`config.mk`:
```
export PLATFORM = sky130hd
export DESIGN_NAME = axi_rd_sched
export DESIGN_NICKNAME = d
export VERILOG_FILES = /design/src/rtl/axi_rd_sched.sv
export SDC_FILE = /design/constraint.sdc
export NUM_CORES = 1
export LEC_CHECK = 0
export BUFFER_PORTS_ARGS = -buffer_cell sky130_fd_sc_hd__buf_2
export CAP_MARGIN = 10
export CORE_MARGIN = 10
export CORE_UTILIZATION = 43
export DETAILED_ROUTE_END_ITERATION = 8
export GPL_TIMING_DRIVEN = 0
export HOLD_SLACK_MARGIN = 0.08
export PLACE_DENSITY = 0.82
export SLEW_MARGIN = 20
export SYNTH_ARGS = -nofsm -noshare
export SYNTH_HDL_FRONTEND = slang
export SYNTH_SLANG_ARGS = --single-unit
```
`constraint.sdc`:
```
create_clock -name clk -period 3.2 [get_ports clk]
set_clock_uncertainty 0.05 [all_clocks]
set_input_delay 0.96 -clock clk [delete_from_list [all_inputs] [get_ports clk]]
set_output_delay 0.96 -clock clk [all_outputs]
set_load 0.005 [all_outputs]
```
`src/rtl/axi_rd_sched.sv`:
```
// axi_rd_sched: shares one AXI read channel (AR/R) between the I-cache and
// D-cache read ports. One request is granted at a time. Its AR beat is
// registered and held until arready, and its R beats are routed back to the
// owning cache until rlast.
// Optional build macro ARB_ROUND_ROBIN_EN: alternating arbitration. When it
// is undefined, D-cache has priority and an anti-starvation counter forces an
// I grant after STARVE_LIMIT consecutive D grants.
module axi_rd_sched #(
   parameter int I_BYTES_PER_LINE = 16,
   parameter int D_BYTES_PER_LINE = 16,
   parameter int STARVE_LIMIT     = 4
) (
   input  logic        clk,
   input  logic        reset,
   input  logic        wr_idle,
   input  logic        i_rd_req,
   input  logic [31:0] i_rd_addr,
   input  logic [1:0]  i_rd_size,
   input  logic        i_burst,
   output logic        i_rd_rdy,
   output logic        i_ret_valid,
   output logic        i_ret_last,
   input  logic        d_rd_req,
   input  logic [31:0] d_rd_addr,
   input  logic [1:0]  d_rd_size,
   input  logic        d_burst,
   output logic        d_rd_rdy,
   output logic        d_ret_valid,
   output logic        d_ret_last,
   output logic [31:0] ret_data,
   output logic [3:0]  arid,
   output logic [31:0] araddr,
   output logic [7:0]  arlen,
   output logic [2:0]  arsize,
   output logic [1:0]  arburst,
   output logic        arvalid,
   input  logic        arready,
   input  logic [3:0]  rid,
   input  logic [31:0] rdata,
   input  logic [1:0]  rresp,
   input  logic        rlast,
   input  logic        rvalid,
   output logic        rready,
   output logic        rd_err
);

   localparam logic [7:0] I_LINE_LEN = 8'(I_BYTES_PER_LINE / 4 - 1);
   localparam logic [7:0] D_LINE_LEN = 8'(D_BYTES_PER_LINE / 4 - 1);

   typedef enum logic [1:0] {S_IDLE, S_AR, S_R} state_t;

   state_t      state_q, state_d;
   logic        owner_q, owner_d;      // 0 = I-cache, 1 = D-cache
   logic [31:0] addr_q,  addr_d;
   logic [7:0]  len_q,   len_d;
   logic [2:0]  size_q,  size_d;
   logic [1:0]  burst_q, burst_d;
   logic [8:0]  beat_q,  beat_d;       // one bit wider than arlen so overrun is visible
   logic        err_q,   err_d;
   logic        gnt_i,   gnt_d;
   logic [3:0]  own_id;
   logic [8:0]  len_ext;

`ifdef ARB_ROUND_ROBIN_EN
   logic        last_d_q, last_d_d;    // 1 when the most recent grant went to D
`else
   localparam logic [7:0] STARVE_MAX = 8'(STARVE_LIMIT);
   logic [7:0]  starve_q, starve_d;
`endif

   assign own_id  = {3'b000, owner_q};
   assign len_ext = {1'b0, len_q};

   // Arbitration: decide which requester (if any) wins this IDLE cycle
   always_comb begin
      gnt_i = 1'b0;
      gnt_d = 1'b0;
      if (state_q == S_IDLE && wr_idle) begin
`ifdef ARB_ROUND_ROBIN_EN
         if (i_rd_req && d_rd_req) begin
            gnt_i = last_d_q;
            gnt_d = ~last_d_q;
         end else begin
            gnt_i = i_rd_req;
            gnt_d = d_rd_req;
         end
`else
         if (i_rd_req && (starve_q == STARVE_MAX || !d_rd_req)) begin
            gnt_i = 1'b1;
         end else begin
            gnt_d = d_rd_req;
         end
`endif
      end
   end

   // Next-state logic: FSM, AR field capture, beat counting and error detection
   always_comb begin
      state_d = state_q;
      owner_d = owner_q;
      addr_d  = addr_q;
      len_d   = len_q;
      size_d  = size_q;
      burst_d = burst_q;
      beat_d  = beat_q;
      err_d   = err_q;
`ifdef ARB_ROUND_ROBIN_EN
      last_d_d = last_d_q;
      if (gnt_i) begin
         last_d_d = 1'b0;
      end else if (gnt_d) begin
         last_d_d = 1'b1;
      end
`else
      starve_d = starve_q;
      if (!i_rd_req || gnt_i) begin
         starve_d = 8'd0;
      end else if (gnt_d && starve_q != 8'hFF) begin
         starve_d = starve_q + 8'd1;
      end
`endif

      case (state_q)
         S_IDLE: begin
            if (gnt_i) begin
               state_d = S_AR;
               owner_d = 1'b0;
               addr_d  = i_rd_addr;
               if (i_burst) begin
                  len_d   = I_LINE_LEN;
                  size_d  = 3'b010;
                  burst_d = 2'b01;
               end else begin
                  len_d   = 8'd0;
                  size_d  = {1'b0, i_rd_size};
                  burst_d = 2'b00;
               end
            end else if (gnt_d) begin
               state_d = S_AR;
               owner_d = 1'b1;
               addr_d  = d_rd_addr;
               if (d_burst) begin
                  len_d   = D_LINE_LEN;
                  size_d  = 3'b010;
                  burst_d = 2'b01;
               end else begin
                  len_d   = 8'd0;
                  size_d  = {1'b0, d_rd_size};
                  burst_d = 2'b00;
               end
            end
         end
         S_AR: begin
            if (arready) begin
               state_d = S_R;
               beat_d  = 9'd0;
            end
         end
         S_R: begin
            if (rvalid) begin
               if (beat_q != 9'h1FF) begin
                  beat_d = beat_q + 9'd1;
               end
               if (rlast) begin
                  state_d = S_IDLE;
               end
            end
         end
         default: state_d = S_IDLE;
      endcase

      // A beat outside R, a bad response/ID, or rlast disagreeing with arlen
      // is flagged; the beat itself is still routed so the transfer completes.
      if (rvalid) begin
         if (state_q != S_R) begin
            err_d = 1'b1;
         end else if (rresp != 2'b00 || rid != own_id ||
                      (rlast && beat_q != len_ext) ||
                      (!rlast && beat_q >= len_ext)) begin
            err_d = 1'b1;
         end
      end
   end

   // State and AR register update with synchronous reset
   always_ff @(posedge clk) begin
      if (reset) begin
         state_q  <= S_IDLE;
         owner_q  <= 1'b0;
         addr_q   <= 32'd0;
         len_q    <= 8'd0;
         size_q   <= 3'd0;
         burst_q  <= 2'd0;
         beat_q   <= 9'd0;
         err_q    <= 1'b0;
`ifdef ARB_ROUND_ROBIN_EN
         last_d_q <= 1'b0;
`else
         starve_q <= 8'd0;
`endif
      end else begin
         state_q  <= state_d;
         owner_q  <= owner_d;
         addr_q   <= addr_d;
         len_q    <= len_d;
         size_q   <= size_d;
         burst_q  <= burst_d;
         beat_q   <= beat_d;
         err_q    <= err_d;
`ifdef ARB_ROUND_ROBIN_EN
         last_d_q <= last_d_d;
`else
         starve_q <= starve_d;
`endif
      end
   end

   assign arvalid     = (state_q == S_AR);
   assign arid        = own_id;
   assign araddr      = addr_q;
   assign arlen       = len_q;
   assign arsize      = size_q;
   assign arburst     = burst_q;
   assign i_rd_rdy    = arvalid & arready & ~owner_q;
   assign d_rd_rdy    = arvalid & arready &  owner_q;
   assign i_ret_valid = (state_q == S_R) & rvalid & ~owner_q;
   assign d_ret_valid = (state_q == S_R) & rvalid &  owner_q;
   assign i_ret_last  = i_ret_valid & rlast;
   assign d_ret_last  = d_ret_valid & rlast;
   assign ret_data    = rdata;
   assign rready      = 1'b1;
   assign rd_err      = err_q;

endmodule

```
==> metrics.md <==
| Metric | Value |
|---|---|
| Status | finished clean |
| Clock latency on the worst-skew pair | roughly 0.3 ns |
| LEAKAGE | 1.91 nW |
| Final-report setup violation count | 0 |
| Max Cap Viol | 0 |
| Area after DPL | 4140 um2 |
| DRT met1 WL | 4260 um |
| Final net count | 701 |
| Xor and xnor area share after synthesis | 1.93% |
| # DRC | 0 |
| Most used DFF post-synth | dfxtp_1 |
| Count leader, synth | nand2_1 |
| Post-Synth Simple-Gate Area | a little over a quarter |
| Post-layout instance area | 4250 um2 |
| Peak VDD IR | approximately 0.00019 V |
| Synth top area share | about a third |
| Mapped Avg Cell Area | 7.91 um2 |
| CP endpoint kind | output port |
| Startpoint Class | input port |
| Total track usage | between 10% and 20% |
| RSZ-0062 raised after global routing | false |
| Final hold slack | 0.440 ns |
| DR WL met2 | 5390 um |
| Sequential share of power | 48.8% |
| Fraction of the mapped netlist area in compound gates | 16.2% |
| Initial antenna violation count | 0 |
| Buffer depth of the longest clock path | 2 |
| Core area | 7210 um2 |
| Largest delay contributor family on the critical path | buffers and inverters |
| CP Max Fanout | 10 |
| Most used cell, CP | buf_2 |
| CP Launch Point | arready |
| Crit-path cells | buf_2 -> nand3b_1 -> clkbuf_1 -> nor2_1 -> buf_2 |
| Synth Area in Adders | 2.36% |
| Hold Crit Start | araddr[2] |
| ANT nets after route | 0 |
| Commonest cells in the netlist | nand2_1 (76), dfxtp_1 (56), buf_4 (47) |
| Synthesized area | 3180 um2 |
| Combinational group share of total power | 21.6% |
| Worst path max stage delay | 0.37 ns |
| CTS tree | yes |
| Clk slew on worst S/H paths | 0.10 ns |
| Vias | 3,455 |
| Starting Density | 44.1% |
| P per Cell Area | 367 nW/um2 |
| Post-synthesis cell count | 402 |
| Num CTS Buffers | 5 |
| DIE AREA | 11,200 um2 |
| Dpl hpwl | 8670 um |
| Routed length on met3 | approximately 940 um |
| Slew @ Worst Pin | just under 0.6 ns |
| Area contributors post-synth | dfxtp_1 (35%), buf_4 (11%), nand2_1 (9.0%), a311oi_1 (8.8%), nor3_1 (5.8%) |
| Post-CTS Setup Bufs | 0 |
| # rows | 31 |
| Final hold viol count | 0 |
| F_max | 355 MHz |
| Gr ovfl total | 0 |
| Ports | 206 |
| Routed WL | 10,700 um |
| Ys Warns | 0 |
| Die X | roughly 110 um |
| Total number of H-tree levels | 2 |
| Die height | 106 um |
| Layout cells sized above 1 | 38.4% |
| Largest family of logic cells by synthesized area | simple AND/OR/NAND/NOR gates |
| Setup TNS | 0 ns |
| Max-slew violation count | 0 |
| Ys async rst share | 0% |
| RR Startpoint | starve_q[0] |
| Register area share after synthesis | between 30% and 40% |
| Req. time, crit path | approximately 2.2 ns |
| Pin count of the biggest net entering global routing | 17 |
| Final Cycle Share | 87.9% |
| Detailed Routing Iterations Pass 1 | 4 |
| Net Sw Frac | 27.0% |
| Post-CTS Hold Buffers | 0 |
| Worst path buffer plus inverter count | 3 |
| I/O Buffers | between 150 and 200 |
| Clock Power Share | 29.6% |
| Max layer used | met4 |
| Kind of critical path | in2out |
| Via density | 5.09 |
| CP arrival | 1.80 ns |
| Post-route minimum period | around 2.8 ns |
| Cts repair resizes | 0 |
| Yosys cell types | 44 |
| Rel. slew slack | 61.3% |
| ANT cells | 0 |
| Slowest stage cell, crit path | clkbuf_1 |
| Sink Count | 56 |
| Multiplexer area fraction after synthesis | 0.984% |
| CTS root buf | clkbuf_8 |
| Hold WC Path Type | reg2reg |
| Area leader, netlist | dfxtp_1 |
| Wire length per cell | 15.8 um |
| Layout area overhead | 33.6% |
| First-pass GRT wire length | 17,300 um |
| Vias in the first global route | 3,630 |
| Routability cong. | approximately 0.93 |
| Post-synth EDFFs | 0 |
| Psw | about 0.42 mW |
| Iter 0 DRT Violations | 176 |
| Synth Register Bits | 56 |
| Internal power | about 1.1 mW |
-- registers in the layout, summed over array words and instances, names as in the netlist --
| name | count |
|---|---|
| arsize | 2 |
| arlen | 1 |
| owner_q | 1 |
| starve_q | 8 |
| araddr | 32 |
| state_q | 2 |
| rd_err | 1 |
| beat_q | 9 |
-- per-layer routing --
layer / global-route usage (%) / up-vias
met5: 0 / -
met4: 3.77 / 0
met3: 6.88 / 10
met2: 32.0 / 150
met1: 20.0 / 1573
li1: - / 1722
-- final timing paths --
path | endpoint | slack, ns | cells after the start
worst min-delay path | araddr[2] | 0.44 | 2
worst min register to register | araddr[2] | 0.44 | 2
worst max-delay path | d_rd_rdy | 0.39 | 5
worst max register to register | araddr[25] | 0.70 | 9
-- placed cells by master (no fill, tap or decap), drive strengths merged, types with 3 or more instances in the layout --
| cell type | n |
|---|---|
| clkbuf | 27 |
| nand2 | 76 |
| xnor2 | 6 |
| a211oi | 6 |
| nor3 | 37 |
| o21ai | 5 |
| or4 | 5 |
| conb | 12 |
| buf | 212 |
| o31ai | 4 |
| nand3 | 10 |
| a311oi | 32 |
| nand2b | 4 |
| a31oi | 3 |
| nor4 | 4 |
| dfxtp | 56 |
| inv | 8 |
| ha | 6 |
| a21oi | 13 |
| nor2 | 23 |
| nand4 | 3 |
| nor2b | 3 |
-- worst register-to-register path: stages, from the launching register on --
cell,delay (ns)
dfxtp_1,0.37
inv_1,0.10
ha_1,0.14
or4b_4,0.47
o41a_1,0.33
buf_6,0.15
or2_1,0.23
buf_6,0.14
buf_6,0.15
a311oi_1,0.26
-- cell type report --
cell class	instances	area, um2
timing repair buffer	160	801
inverter	8	30.0
clock inverter	2	35.0
tap	99	124
buffer	73	488
fill	723	2970
clock buffer	6	72.6
sequential	56	1120
multi-input combinational	275	1580
-- stage by stage --
| step | setup WS (ns) | utilization (%) | instances | power (mW) |
|---|---|---|---|---|
| finish | 0.386 | 58.9 | 679 | 1.56 |
| global route | 0.285 | 58.9 | 679 | 1.63 |
| detailed placement | 0.273 | 57.4 | 671 | 1.12 |
| CTS | 0.381 | 58.9 | 679 | 1.57 |
| global placement | 0.388 | 57.4 | 671 | 1.11 |
| floorplan | 0.786 | - | 412 | 0.955 |
-- cell families after synthesis --
kind of cell / Yosys count
DFF: 56
buffers and inverters: 81
adders and majority gates: 6
and+or+nand+nor: 179
muxes: 3
AOI/OAI and AO/OA: 68
xor gates and xnor gates: 7
other: 2
-- power by group through the flow --
stage | clock [mW] | combinational (mW) | sequential (mW)
2_1_floorplan | 0 | 0.178 | 0.777
3_3_place_gp | 0 | 0.332 | 0.775
3_5_place_dp | 0 | 0.340 | 0.776
4_1_cts | 0.472 | 0.341 | 0.761
5_1_grt | 0.491 | 0.376 | 0.766
6_report | 0.462 | 0.336 | 0.761
Power figures use the tool's default switching activity.
